===== src/rtl/nco_pkg.sv =====
// Shared widths, reset tuning word and sample/quadrant types for the quadrature NCO.
package nco_pkg;

    localparam int ACC_W  = 32;
    localparam int OFF_W  = 16;
    localparam int LUT_AW = 8;
    localparam int OUT_W  = 12;
    localparam int ROM_W  = OUT_W - 1;
    localparam int PH_W   = LUT_AW + 2;

    // 0.16 * 2^32: 8 MHz at a 50 MHz clock
    localparam logic [ACC_W-1:0] DEFAULT_FTW = 32'h28F5C28F;

    // Quarter turn expressed in the truncated phase word
    localparam logic [PH_W-1:0] PH_QUARTER = PH_W'(1) << LUT_AW;

    typedef logic signed [OUT_W-1:0] sample_t;

    typedef enum logic [1:0] {
        QUAD_0 = 2'd0,
        QUAD_1 = 2'd1,
        QUAD_2 = 2'd2,
        QUAD_3 = 2'd3
    } quadrant_t;

    // round(2047 * sin(pi * (2k+1) / 1024)), evaluated at elaboration with a
    // Q30 fixed-point Taylor series so the table needs no real arithmetic.
    function automatic logic [ROM_W-1:0] quarter_sine(input int unsigned k);
        localparam longint Q      = 64'sd1073741824;
        localparam longint PI_Q30 = 64'sd3373259426;
        longint x;
        longint term;
        longint sum;
        longint r;
        x    = (longint'(2 * k + 1) * PI_Q30) / 1024;
        term = x;
        sum  = x;
        for (int unsigned n = 1; n < 8; n++) begin
            term = -((((term * x) / Q) * x) / Q) / longint'((2 * n) * (2 * n + 1));
            sum  = sum + term;
        end
        r = (sum * 2047 + Q / 2) / Q;
        return ROM_W'(r);
    endfunction

endpackage


===== src/rtl/nco_sine_quarter_rom.sv =====
// Registered 256 x 11 quarter-wave sine ROM with independent sine and cosine read ports.
module nco_sine_quarter_rom
    import nco_pkg::*;
(
    input  logic              clk,
    input  logic              reset,
    input  logic [LUT_AW-1:0] addr_sin,
    input  logic [LUT_AW-1:0] addr_cos,
    output logic [ROM_W-1:0]  data_sin,
    output logic [ROM_W-1:0]  data_cos
);

    logic [ROM_W-1:0] rom [1 << LUT_AW];

    for (genvar k = 0; k < (1 << LUT_AW); k++) begin : g_rom
        localparam logic [ROM_W-1:0] ENTRY = quarter_sine(k);
        assign rom[k] = ENTRY;
    end

    // One-cycle synchronous read on both ports
    always_ff @(posedge clk or posedge reset) begin
        if (reset) begin
            data_sin <= '0;
            data_cos <= '0;
        end else begin
            data_sin <= rom[addr_sin];
            data_cos <= rom[addr_cos];
        end
    end

endmodule


===== src/rtl/quadrature_ref_nco.sv =====
// Quadrature NCO: phase accumulator, offset adder, quarter-wave ROM and sign stage.
// ref_sig_q leads ref_sig by a quarter turn.
module quadrature_ref_nco
    import nco_pkg::*;
(
    input  logic             clk,
    input  logic             reset,
    input  logic             enable,
    input  logic [ACC_W-1:0] ftw_in,
    input  logic             ftw_load,
    input  logic [OFF_W-1:0] off_in,
    input  logic             off_load,
    input  logic             sync_clear,
    output sample_t          ref_sig,
    output sample_t          ref_sig_q,
    output logic             out_valid,
    output logic             cycle_start
);

    localparam int FRAC_W = OFF_W - PH_W;

    // S0 state
    logic [ACC_W-1:0] acc;
    logic [ACC_W-1:0] ftw_reg;
    logic [OFF_W-1:0] off_reg;
    logic [OFF_W-1:0] ph0;
    logic             v0, w0;
    logic [ACC_W:0]   acc_sum;

    // S1 state
    logic [PH_W-1:0]   p_sin, p_cos;
    logic              frac_carry;
    quadrant_t         q1_sin, q1_cos;
    logic [LUT_AW-1:0] a1_sin, a1_cos;
    logic              v1, w1;

    // S2 state
    logic [ROM_W-1:0]  rom_sin, rom_cos;
    quadrant_t         q2_sin, q2_cos;
    logic              v2, w2;

    // Accumulator sum with carry-out used as the wrap flag
    always_comb begin
        acc_sum = {1'b0, acc} + {1'b0, ftw_reg};
    end

    // S0: tuning/offset registers, accumulator, and the phase it held this cycle
    always_ff @(posedge clk or posedge reset) begin
        if (reset) begin
            acc     <= '0;
            ftw_reg <= DEFAULT_FTW;
            off_reg <= '0;
            ph0     <= '0;
            v0      <= 1'b0;
            w0      <= 1'b0;
        end else begin
            if (ftw_load) ftw_reg <= ftw_in;
            if (off_load) off_reg <= off_in;
            if (sync_clear) begin
                acc <= '0;
                w0  <= 1'b0;
            end else if (enable) begin
                acc <= acc_sum[ACC_W-1:0];
                w0  <= acc_sum[ACC_W];
            end else begin
                w0  <= 1'b0;
            end
            ph0 <= acc[ACC_W-1 -: OFF_W];
            v0  <= enable | sync_clear;
        end
    end

    // Offset add done only on the kept top bits: the discarded fraction bits
    // contribute solely their carry (a + b >= 2^FRAC_W  <=>  a > ~b).
    always_comb begin
        frac_carry = (ph0[FRAC_W-1:0] > ~off_reg[FRAC_W-1:0]);
        p_sin      = ph0[OFF_W-1 -: PH_W] + off_reg[OFF_W-1 -: PH_W] + PH_W'(frac_carry);
        p_cos      = p_sin + PH_QUARTER;
    end

    // S1: split into quadrant and mirrored ROM address
    always_ff @(posedge clk or posedge reset) begin
        if (reset) begin
            q1_sin <= QUAD_0;
            q1_cos <= QUAD_0;
            a1_sin <= '0;
            a1_cos <= '0;
            v1     <= 1'b0;
            w1     <= 1'b0;
        end else begin
            q1_sin <= quadrant_t'(p_sin[PH_W-1 -: 2]);
            q1_cos <= quadrant_t'(p_cos[PH_W-1 -: 2]);
            a1_sin <= p_sin[LUT_AW] ? ~p_sin[LUT_AW-1:0] : p_sin[LUT_AW-1:0];
            a1_cos <= p_cos[LUT_AW] ? ~p_cos[LUT_AW-1:0] : p_cos[LUT_AW-1:0];
            v1     <= v0;
            w1     <= w0;
        end
    end

    nco_sine_quarter_rom u_rom (
        .clk      (clk),
        .reset    (reset),
        .addr_sin (a1_sin),
        .addr_cos (a1_cos),
        .data_sin (rom_sin),
        .data_cos (rom_cos)
    );

    // S2: quadrant and flags travel alongside the ROM read
    always_ff @(posedge clk or posedge reset) begin
        if (reset) begin
            q2_sin <= QUAD_0;
            q2_cos <= QUAD_0;
            v2     <= 1'b0;
            w2     <= 1'b0;
        end else begin
            q2_sin <= q1_sin;
            q2_cos <= q1_cos;
            v2     <= v1;
            w2     <= w1;
        end
    end

    // S3: negate the lower half-cycle and register the outputs
    always_ff @(posedge clk or posedge reset) begin
        if (reset) begin
            ref_sig     <= '0;
            ref_sig_q   <= '0;
            out_valid   <= 1'b0;
            cycle_start <= 1'b0;
        end else begin
            ref_sig     <= (q2_sin inside {QUAD_2, QUAD_3}) ? -sample_t'({1'b0, rom_sin})
                                                            :  sample_t'({1'b0, rom_sin});
            ref_sig_q   <= (q2_cos inside {QUAD_2, QUAD_3}) ? -sample_t'({1'b0, rom_cos})
                                                            :  sample_t'({1'b0, rom_cos});
            out_valid   <= v2;
            cycle_start <= w2;
        end
    end

endmodule


===== config.mk =====
export PLATFORM = sky130hd
export DESIGN_NAME = quadrature_ref_nco
export DESIGN_NICKNAME = d
export VERILOG_FILES = /design/src/rtl/nco_pkg.sv /design/src/rtl/nco_sine_quarter_rom.sv /design/src/rtl/quadrature_ref_nco.sv
export SDC_FILE = /design/constraint.sdc
export NUM_CORES = 1
export LEC_CHECK = 0
export BUFFER_PORTS_ARGS = -buffer_cell sky130_fd_sc_hd__buf_2
export CAP_MARGIN = 20
export CORE_ASPECT_RATIO = 2
export CORE_MARGIN = 2
export CORE_UTILIZATION = 40
export CTS_BUF_LIST = sky130_fd_sc_hd__clkbuf_16
export CTS_CLUSTER_SIZE = 24
export DETAILED_ROUTE_END_ITERATION = 6
export HOLD_SLACK_MARGIN = 0.03
export PLACE_DENSITY_LB_ADDON = 0.3
export RECOVER_POWER = 100
export SLEW_MARGIN = 15
export SYNTH_ARGS = -nofsm -noshare
export SYNTH_HDL_FRONTEND = slang
export SYNTH_SLANG_ARGS = --single-unit
export TNS_END_PERCENT = 100

===== constraint.sdc =====
create_clock -name clk -period 6.3 [get_ports clk]
set_clock_uncertainty 0.2 [all_clocks]
set_input_delay 0.63 -clock clk [delete_from_list [all_inputs] [get_ports clk]]
set_output_delay 0.63 -clock clk [all_outputs]
set_load 0.01 [all_outputs]

# After elaboration in Yosys (flattened, before gate mapping)
# Memory sizes are Yosys's and may differ from the RTL's. A register that Yosys moved wholly into a read port is not among the register bits.
# Cells that the tools add are included.
[word_totals] rom_bits=5632 ram_bits=0 inputBits=54 latchBits=0 wordCells=50 mem_count=2 register_bits=152
[classes] n_eq_ne=4 bitwise=6 shifts=0 reduce_logical=3 multipliers=0 muxes=8 n_div=0 addsub=6 magnitude_cmp=1
[mem_list] memory="(no name shown)" depth=256 word_bits=11 read_ports=1 rd_clocked_by_memory_dff=1 write_ports=0 line="nco_sine_quarter_rom.sv:27" rtl="data_cos <= rom[addr_cos];"
[mem_list] memory="(no name shown)" depth=256 word_bits=11 read_ports=1 rd_clocked_by_memory_dff=1 write_ports=0 line="nco_sine_quarter_rom.sv:26" rtl="data_sin <= rom[addr_sin];"
[op_table] operator="$mux 32" count=2
[op_table] operator="$add 32x32->33" count=1
[op_table] operator="$mux 12" count=2
[op_table] operator="$neg 11->12" count=2
[op_table] operator="$not 8->9" count=2
[op_table] operator="$mux 8" count=2
[op_table] operator="$not 8->8" count=2
[op_table] operator="$add 10x1->10" count=1
[op_table] operator="$add 10x10->10" count=1
[op_table] operator="$add 10x9->10 const B" count=1
[op_table] operator="$eq 2x2->1 const B" count=4
[op_table] operator="$gt 6x6->1" count=1
[op_table] operator="$not 6->6" count=1
[op_table] operator="$reduce_bool 2->1" count=3
[op_table] operator="$mux 1" count=2
[op_table] operator="$or 1x1->1" count=1

# Logic depth before layout (Yosys ltp)
# Gate-level depths: netlist of run 1.
[logic_depth] depth_word=6 mapped_depth=20 depth_no_buf=19

# Hierarchy
# A second synthesis of run 1 with hierarchy kept.
[hier_totals] hier_cells=1668 hier_area_um2=13844.5
[by_module_without_submodules] mod="quadrature_ref_nco" instances=1 area_per_inst_um2=7636.1 cells_each=691
[by_module_without_submodules] mod="nco_sine_quarter_rom" instances=1 area_per_inst_um2=6208.5 cells_each=977

# Worst setup path after synthesis of run 1
# OpenSTA, ideal clock, no wires.
[synth_path] path_type="reg2reg" start="register off_reg[1]" end="register a1_cos[0]" path_stages_with_launch=20 setup_time_ns=0.079 t_arrival_ns=3.414 t_required_ns=6.021 slack_ns=2.607 path_cell_list="dfrtp_1 > ha_1 > nor2b_1 > o21a_1 > o21ai_0 > nand2b_1 > a21oi_1 > nor2b_1 > o22ai_1 > fa_1 > fa_1 > nor2b_1 > o21ai_1 > a21boi_1 > o21ai_1 > nand2b_1 > a31oi_2 > xnor2_4 > buf_4 > xor2_1"
[synth_between] elab_cells_between_ends=6 cone_classes="add/sub (2); order compare (1); mux (1); bitwise (2)"
[synth_rtl] item="from (decl)" line="quadrature_ref_nco.sv:25" rtl="logic [OFF_W-1:0] off_reg;"
[synth_rtl] item="from (signal assigned)" line="quadrature_ref_nco.sv:58" rtl="if (off_load) off_reg <= off_in;"
[synth_rtl] item="$not 6->6" line="quadrature_ref_nco.sv:76" rtl="frac_carry = (ph0[FRAC_W-1:0] > ~off_reg[FRAC_W-1:0]);"
[synth_rtl] item="$gt 6x6->1" line="quadrature_ref_nco.sv:76"
[synth_rtl] item="$add 10x1->10" line="quadrature_ref_nco.sv:77" rtl="p_sin = ph0[OFF_W-1 -: PH_W] + off_reg[OFF_W-1 -: PH_W] + PH_W'(frac_carry);"
[synth_rtl] item="net p_sin[8]" line="quadrature_ref_nco.sv:31" rtl="logic [PH_W-1:0] p_sin, p_cos;"
[synth_rtl] item="$add 10x9->10" line="quadrature_ref_nco.sv:78" rtl="p_cos = p_sin + PH_QUARTER;"
[synth_rtl] item="$mux 8" line="quadrature_ref_nco.sv:94" rtl="a1_cos <= p_cos[LUT_AW] ? ~p_cos[LUT_AW-1:0] : p_cos[LUT_AW-1:0];"
[synth_rtl] item="to (signal assigned)" line="quadrature_ref_nco.sv:94"
[synth_rtl] item="to (decl)" line="quadrature_ref_nco.sv:34" rtl="logic [LUT_AW-1:0] a1_sin, a1_cos;"
# The timed path passes the listed nets, and every way through them passes these cells.
# A chain may end at the register's enable or synchronous reset.

# Final worst setup path of run 1
[layout_path] start="register a1_sin[3]" end="register u_rom.data_sin[2]"
[layout_between] elab_chain_cells=1
[layout_lines] item="from (decl)" line="quadrature_ref_nco.sv:34"
[layout_lines] item="from (signal assigned)" line="quadrature_ref_nco.sv:93" rtl="a1_sin <= p_sin[LUT_AW] ? ~p_sin[LUT_AW-1:0] : p_sin[LUT_AW-1:0];"
[layout_lines] item="$not 8->9 (implied by the code)" line="nco_sine_quarter_rom.sv:26"
[layout_lines] item="to (decl)" line="nco_sine_quarter_rom.sv:9" rtl="output logic [ROM_W-1:0] data_sin,"
# Every way passes these cells.

==> results of run 1 <==
==> power by group <==
part / leakage [nW] / internal, mW / switching (mW)
logic: 3.73 / 2.24 / 3.77
clock network: 0.298 / 0.592 / 0.468
registers: 2.03 / 1.45 / 0.410
total: 6.06 / 4.28 / 4.65
==> kinds of logic (layout without fill, tap and decap cells) <==
| family | Yosys count | in the layout | share of synthesized area [%] |
|---|---|---|---|
| compound gates | 562 | 562 | 25.95 |
| xor+xnor | 72 | 72 | 4.875 |
| fa+ha+maj | 79 | 79 | 7.418 |
| buf+inv | 178 | 173 | 5.481 |
| flops | 170 | 170 | 31.36 |
| mux | 91 | 91 | 8.878 |
| simple gates | 484 | 484 | 16.03 |
==> final timing paths <==
kind	cells past startpoint	to	start	slack [ns]
hold / removal	0	cycle_start$_DFF_PP0_	w2$_DFF_PP0_	0.15
setup reg to reg	7	u_rom.data_sin[2]$_DFF_PP0_	a1_sin[3]$_DFF_PP0_	1.37
hold reg to reg	0	cycle_start$_DFF_PP0_	w2$_DFF_PP0_	0.15
setup / recovery	7	u_rom.data_sin[2]$_DFF_PP0_	a1_sin[3]$_DFF_PP0_	1.37
max in group asynchronous	3	out_valid$_DFF_PP0_	reset	3.64
min in group asynchronous	2	ftw_reg[17]$_DFFE_PP0P_	reset	0.64
==> cell usage in the layout (no fill, tap or decap), types with 16 or more instances in the layout <==
cell type and count:
nand2_1 171, inv_1 39, buf_4 16, nor3_1 30, clkbuf_1 30, nor2b_1 25
a211oi_1 36, xnor2_1 50, nand3_1 27, nand2b_1 25, a31oi_1 32, dfrtp_1 150
xor2_1 20, mux2_2 49, ha_1 76, buf_2 51, mux4_2 19, clkbuf_16 17
o21ai_0 160, o211ai_1 23, nor2_1 149, mux2i_1 23, a21oi_1 159
==> stage by stage <==
step                utilization (%)  power [mW]  std cells  hold slack [ns]  instance area (µm²)
floorplan                         -       6.235       1636           0.1312                13630
global placement              42.03       7.698       2035           0.1335                14140
detailed placement            42.03       7.772       2035           0.1347                14140
CTS                           43.80       8.859       2067          0.04032                14730
global route                  43.57       9.552       2067           0.1588                14660
finish                        43.57       8.931       2067           0.1490                14660
==> area by class of cell <==
cell class,instances,area (µm²)
fill,3362,18980
multi-input combinational,1288,8583
sequential,170,4279
tap,436,545.5
timing repair buffer,98,493.0
clock buffer,17,425.4
clock inverter,15,167.7
inverter,43,162.7
==> layer usage <==
metal	share of wire (%)	vias up
met3	4.9	168
met1	34	6029
met5	0	-
met2	54	575
met4	7.2	0
li1	-	5923
==> flow_results.org, run 1 <==
** STA
- Counting I/O delays and the setup requirement, the final critical path takes 4.930 ns.
- For the pin with the worst max-slew slack, the measured transition is 2.406 ns.
- Normalized max-slew margin :: -61.27%
- Max-slew violation count :: 169
- Sum Neg Setup Slack :: 0 ns
- Setup repair after global routing left no endpoint under its margin.
- Fmax :: 202.8 MHz
- Setup violations remaining at the end of the flow were counted as 0.
- The final count of hold timing violations is 0.
- The worst path uses 78.26% of the clock period.
- In the post-route analysis, the smallest setup slack over all paths is 1.370 ns.

** Synthesis
- Synthesis produced a netlist with a net count of 1769.
- Share of Yosys cell area claimed by the top area cell type :: 28.28%
- Post-synth EDFFs :: 0
- In the post-synthesis netlist, the cell with the most instances is nand2_1.
- Each instance of the synthesized netlist takes up on average 8.330 µm².
- Post-synthesis register bit count :: 170
- Cell count after synthesis :: 1636
- Share of synthesized flip-flops with an asynchronous set or reset :: 100.0%
- Synthesized cell area :: 0.01363 mm²
- Yosys warning total :: 0
- In the post-synthesis netlist, the biggest area contributors are dfrtp_1 28%, ha_1 7.0%, a21oi_1 5.8%.
- For this run, the register share of the synthesized area comes to 31.36%.
- The number of different library cells used by synthesis comes to 85.
- Among all flip-flop cells after synthesis, the most frequent one is dfrtp_1.
- Cell type contributing the most total cell area after synthesis :: dfrtp_1
- Most numerous cell types in the synthesized netlist :: 171 x nand2_1, 159 x a21oi_1, 155 x o21ai_0, 154 x dfrtp_1, 149 x nor2_1

** Final layout
- Layout Area Growth over Synthesis :: 7.547%
- Layout cell share with drive strength beyond 1 :: 12.57%
- For this run, the post-layout net count is 1751.
- Number of diodes added for antenna fixing :: 0

** Critical path
- For the worst setup path, the data arrival time is 5.06 ns.
- Kind of launch point of the worst setup path :: flop
- Worst endpoint required time :: 6.43 ns
- The number of buffers and inverters on the critical path is 1.
- Of all nets on the critical path, the largest fanout is 77.
- Crit-path leading delay family :: flip-flops
- Critical path's largest stage delay :: 1.96 ns
- Type of the worst setup path :: reg -> reg
- The signal on the critical path passes through clkbuf_2 > nor2_1 > o31a_1 > mux4_2 > nand2_1 > o311ai_0 > o21a_1.
- Critical-path cell with the highest stage delay :: dfrtp_1
- STA classifies the critical path endpoint as a flop.

** Clock tree
- Buffers inserted to repair hold after CTS numbered 0.
- Clock tree from TritonCTS :: yes
- The later pin in the worst-skew pair is clocked with a latency of 0.45 ns.
- The clock tree synthesis step divided the H-tree into 4 levels.
- Counting every sink on the clock net gives 170.
- Postcts setup bufs :: 0
- After clock tree synthesis, the repair step resized 0 gates.
- In this run the deepest clock path goes through 2 buffers.
- Clock tree synthesis selected as its root buffer the cell clkbuf_16.
- Buffers inserted during clock tree synthesis total 17.
- Clock transition at the registers of the reported paths :: 0.07 ns

** Route
- After detailed routing, the number of remaining DRC violations is 0.
- Starting DRC count in detailed routing :: 1075
- In the final routed layout, each cell accounts on average for 20.77 µm.
- Summing over every cut layer, the via total after detailed routing is 12700.
- Number of routed nets with antenna violations :: 0
- The first detailed-routing pass took 6 iterations.
- In the routed layout, each cell is associated on average with a via count of 6.142.
- Summed over all layers, the routed wires come to 42.94 mm.

** Global routing
- Global routing used 24.72% of the available met1 tracks.
- Met2 track demand over resource :: 44.99%
- After global routing the overflow that remains totals 0.
- Peak-usage layer in the global routing report :: met2
- The initial antenna violation count came to 0.
- Global routing consumed, over all layers together, 24.19% of the routing resources.
- The first global-routing pass estimated 67.56 mm of wire.
- Maximum number of pins on one net before global-route repair :: 92
- Number of global-route vias before repair :: 12650
- In the global route stage, met3 resource usage came out at 2.535%.

** Die
- Initial Util :: 40.51%
- The floorplan step defined a die boundary enclosing 0.03565 mm².
- The floorplan step set the die height to 265.0 µm.
- DIE WIDTH :: 134.5 µm
- I/O Pins :: 80
- Num rows :: 95
- The core region is 0.03364 mm².

** Placement
- Post-Place Worst Slack :: 2.090 ns
- Input and output buffers added on the ports amount to 79.
- Routability-driven placement finished with a final weighted congestion of 0.9846.
- After legalization and detailed placement, the total HPWL measured 31.19 mm.

** Power and ir drop
- For this design the ratio of total power to cell area is 609.3 mW/mm².
- Summed over all cells, the static leakage comes to 6.057 nW.
- VDD IR max :: 315.6 µV

** Worst hold path
- Min-Delay Path Class :: reg -> reg

** Run status
- The final reports fail on max-capacitance violations, max-slew violations.
- The flow ran to the end, but the final reports show violations.

** Run
- Across the run, the number of max-cap violations was 3.
No activity file was read; power rests on OpenSTA's default activity.
==> run 2, diff against run 1 <==
clock period = 4.6 ns   (was 6.3 ns; I/O delays follow)
==> flow_results.org, run 2 (synthesized netlist as in run 1, its figures left out) <==
** Run status
- Result of the run: finished, violations left (unchanged).
- Failing checks: max-capacitance violations, max-slew violations (unchanged).

** Worst hold path
- Min-Delay Path Class :: in -> reg (was reg -> reg)

** STA
- Setup violations, final :: 0 (unchanged)
- Transition time of the tightest slew-check pin :: 1.923 ns (was 2.406 ns)
- RSZ-0062 raised after global routing: no (unchanged).
- The final number of max-transition violations was 270 (was 169).
- The total negative slack for setup checks is 0 ns (unchanged).
- The post-route clock period utilization was 90.29% (was 78.26%).
- Total count of hold-check failures in the final report :: 0 (unchanged)
- Clock period minus final worst setup slack :: 4.153 ns (was 4.930 ns)
- Final setup slack of the worst path :: 0.4466 ns (was 1.370 ns)
- The highest attainable clock frequency is 240.8 MHz (was 202.8 MHz).
- The worst hold margin came to 0.04147 ns (was 0.1490 ns).
- Normalized max-slew margin :: -28.20% (was -61.27%)

** Power and ir drop
- The sequential fraction of design power is 21.1% (was 20.8%).
- Static Leakage :: 6.165 nW (was 6.057 nW)
- The power density normalized to cell area was 829.6 mW/mm² (was 609.3 mW/mm²).
- The power spent charging and discharging nets is 6.430 mW (was 4.647 mW).
- Internal power summed over all cells :: 5.914 mW (was 4.283 mW)
- The worst-case vdd ir drop was 450.9 µV (was 315.6 µV).
- Clock network fraction of design power :: 10.8% (was 11.9%)
- The logic gate share of total power came to 68.1% (was 67.3%).
- Switching fraction of total power :: 52.09% (was 52.04%)
- Pwr Total :: 12.34 mW (was 8.931 mW)

** Route
- The total number of vias was 12950 (was 12700).
- The wire length per cell was 20.86 µm (was 20.77 µm).
- The number of detailed-route iterations in the first pass came to 5 (was 6).
- The total wire length was 43.78 mm (was 42.94 mm).
- The first-iteration detailed-routing DRC count came to 1217 (was 1075).
- The detailed-route vias per instance was 6.172 (was 6.142).
- Number of remaining DRC errors :: 0 (unchanged)
- Number of routed nets with antenna violations :: 0 (unchanged)

** Clock tree
- The sink count of the clock tree came to 170 (unchanged).
- Number of buffers created by CTS :: 17 (unchanged)
- The level count of the clock H-tree was 4 (unchanged).
- Clock transition at the registers of the reported paths :: 0.06 ns (was 0.07 ns)
- Clock tree from TritonCTS :: yes (unchanged)
- The clock latency of the later-clocked register in the worst-skew pair was 0.45 ns (about the same).
- CTS root buf :: clkbuf_16 (unchanged)
- Maximum root-to-sink buffer count :: 2 (unchanged)
- The setup fix buffers added after clock tree synthesis was 0 (unchanged).

** Die
- Initial Util :: 40.51% (unchanged)
- The area inside the core boundary was 0.03364 mm² (unchanged).
- Total die area :: 0.03565 mm² (unchanged)
- The site row count came to 95 (unchanged).
- I/O Pins :: 80 (unchanged)
- Die Y :: 265.0 µm (unchanged)
- The horizontal die dimension came to 134.5 µm (unchanged).

** Global routing
- Wire length of the first global-routing pass :: 68.28 mm (was 67.56 mm)
- The total overflow reported by the global router was 0 (unchanged).
- The pin count of the biggest net entering global routing is 144 (was 92).
- Number of global-route vias before repair :: 12800 (was 12650)
- Overall routing resource usage :: 24.51% (was 24.19%)
- Initial antenna violation count :: 0 (unchanged)

** Critical path
- Critical path's largest stage delay :: 1.29 ns (was 1.96 ns)
- Kind of launch point of the worst setup path :: flop (unchanged)
- The number of buffers and inverters on the critical path was 1 (unchanged).
- Critical-path cell with the highest stage delay :: dfrtp_1 (unchanged)
- CP Data Arrival Time :: 4.26 ns (was 5.06 ns)
- The largest fanout on the critical path came to 44 (was 77).
- Type of the worst setup path :: reg -> reg (unchanged)
- Cell-by-cell trace of the critical path: inv_1 > nor2_1 > nor2_1 > o21a_1 > mux4_2 > mux4_2 (was clkbuf_2 > nor2_1 > o31a_1 > mux4_2 > nand2_1 > o311ai_0 > o21a_1).
- Worst setup slack for register-to-register paths :: 0.45 ns (was 1.37 ns)
- CP endpoint kind :: flop (unchanged)
- The critical path's top delay family is flip-flops (unchanged).
- The data required time at the worst endpoint was 4.71 ns (was 6.43 ns).

** Final layout
- Layout Area Growth over Synthesis :: 9.172% (was 7.547%)
- Commonest cells after routing, fill and taps aside: 171 x nand2_1, 159 x a21oi_1, 158 x o21ai_0, 150 x dfrtp_1, 149 x nor2_1 (was 171 x nand2_1, 160 x o21ai_0, 159 x a21oi_1, 150 x dfrtp_1, 149 x nor2_1).
- The share of cells above drive strength 1 came to 12.82% (was 12.57%).
- Number of fill cells :: 3335 (was 3362)
- The post-route cell area was 0.01488 mm² (was 0.01466 mm²).
- Final Util :: 44.23% (was 43.57%)
- The final cell count without fillers is 2099 (was 2067).
- The net count of the finished layout was 1783 (was 1751).
- Most common cell after layout, fill and taps aside :: nand2_1 (unchanged)

** Placement
- Post-Place Worst Slack :: 0.6281 ns (was 2.090 ns)
- The count of port buffers added during placement came to 79 (unchanged).
- Number of placed instances with taps included :: 2052 (was 2035)
- Placed standard-cell area :: 0.01428 mm² (was 0.01414 mm²)
- The final RePlAce weighted congestion is 0.9812 (was 0.9846).
- Detailed Place HPWL :: 31.67 mm (was 31.19 mm)

** Run
- The number of violations of the max-capacitance limit came to 3 (unchanged).
[run 2: cell count changes in the layout (fill, tap and decap cells not counted), sizes merged, moves of 2 or more]
cell         delta
dlygate4sd3    +15
clkinv          -2
clkbuf          +3
clkinvlp        +3
buf            +14
[run 2: power groups by stage]
| stage | clock, mW | combinational, mW | sequential (mW) |
|---|---|---|---|
| after CTS | 1.37 | 8.23 | 2.59 |
| after global placement | 0 | 8.13 | 2.60 |
| after global routing | 1.43 | 9.07 | 2.67 |
| after floorplan | 0 | 6.24 | 2.30 |
| final | 1.34 | 8.40 | 2.60 |
| after detailed placement | 0 | 8.19 | 2.62 |
[run 2: what timing repair did]
item / 4_1_cts / 5_1_grt
gates resized for setup: 0 / 0
endpoints found under the setup margin: 0 / 0
endpoints found under the hold margin: 32 / 0
hold buffers: 15 / 0
[run 2: worst reg2reg max path: stages, from the launching register on]
cell and delay (ns):
dfrtp_1 1.29, inv_1 0.96, nor2_1 0.41, nor2_1 0.07, o21a_1 0.17, mux4_2 0.46
mux4_2 0.48
[run 2: final cells by class]
cell class / instances / area [µm²] / area share, %
Timing Repair Buffer: 130 / 768.2 / 5.164
Clock inverter: 14 / 108.9 / 0.7316
Multi-Input combinational cell: 1288 / 8583 / 57.69
Tap cell: 436 / 545.5 / 3.667
Sequential cell: 170 / 4282 / 28.78
Inverter: 43 / 162.7 / 1.093
Clock buffer: 17 / 425.4 / 2.859
Antenna cell: 1 / 2.502 / 0.01682
[run 2: final timing paths]
kind	end	startpoint	cells past startpoint
min in group asynchronous	off_reg[0]$_DFFE_PP0P_	reset	4
worst min-delay path	off_reg[0]$_DFFE_PP0P_	off_in[0]	3
worst max register to register	u_rom.data_cos[3]$_DFF_PP0_	a1_cos[3]$_DFF_PP0_	6
worst max-delay path	u_rom.data_cos[3]$_DFF_PP0_	a1_cos[3]$_DFF_PP0_	6
max in group asynchronous	a1_sin[3]$_DFF_PP0_	reset	4
worst min register to register	cycle_start$_DFF_PP0_	w2$_DFF_PP0_	0
[run 2: layer usage]
layer	GRT usage, %	up-vias	wire length, µm
li1	-	5974	-
met1	24.73	6152	14680
met2	46.25	621	23640
met3	2.725	207	2334
met4	16.56	0	3129
met5	0	-	0
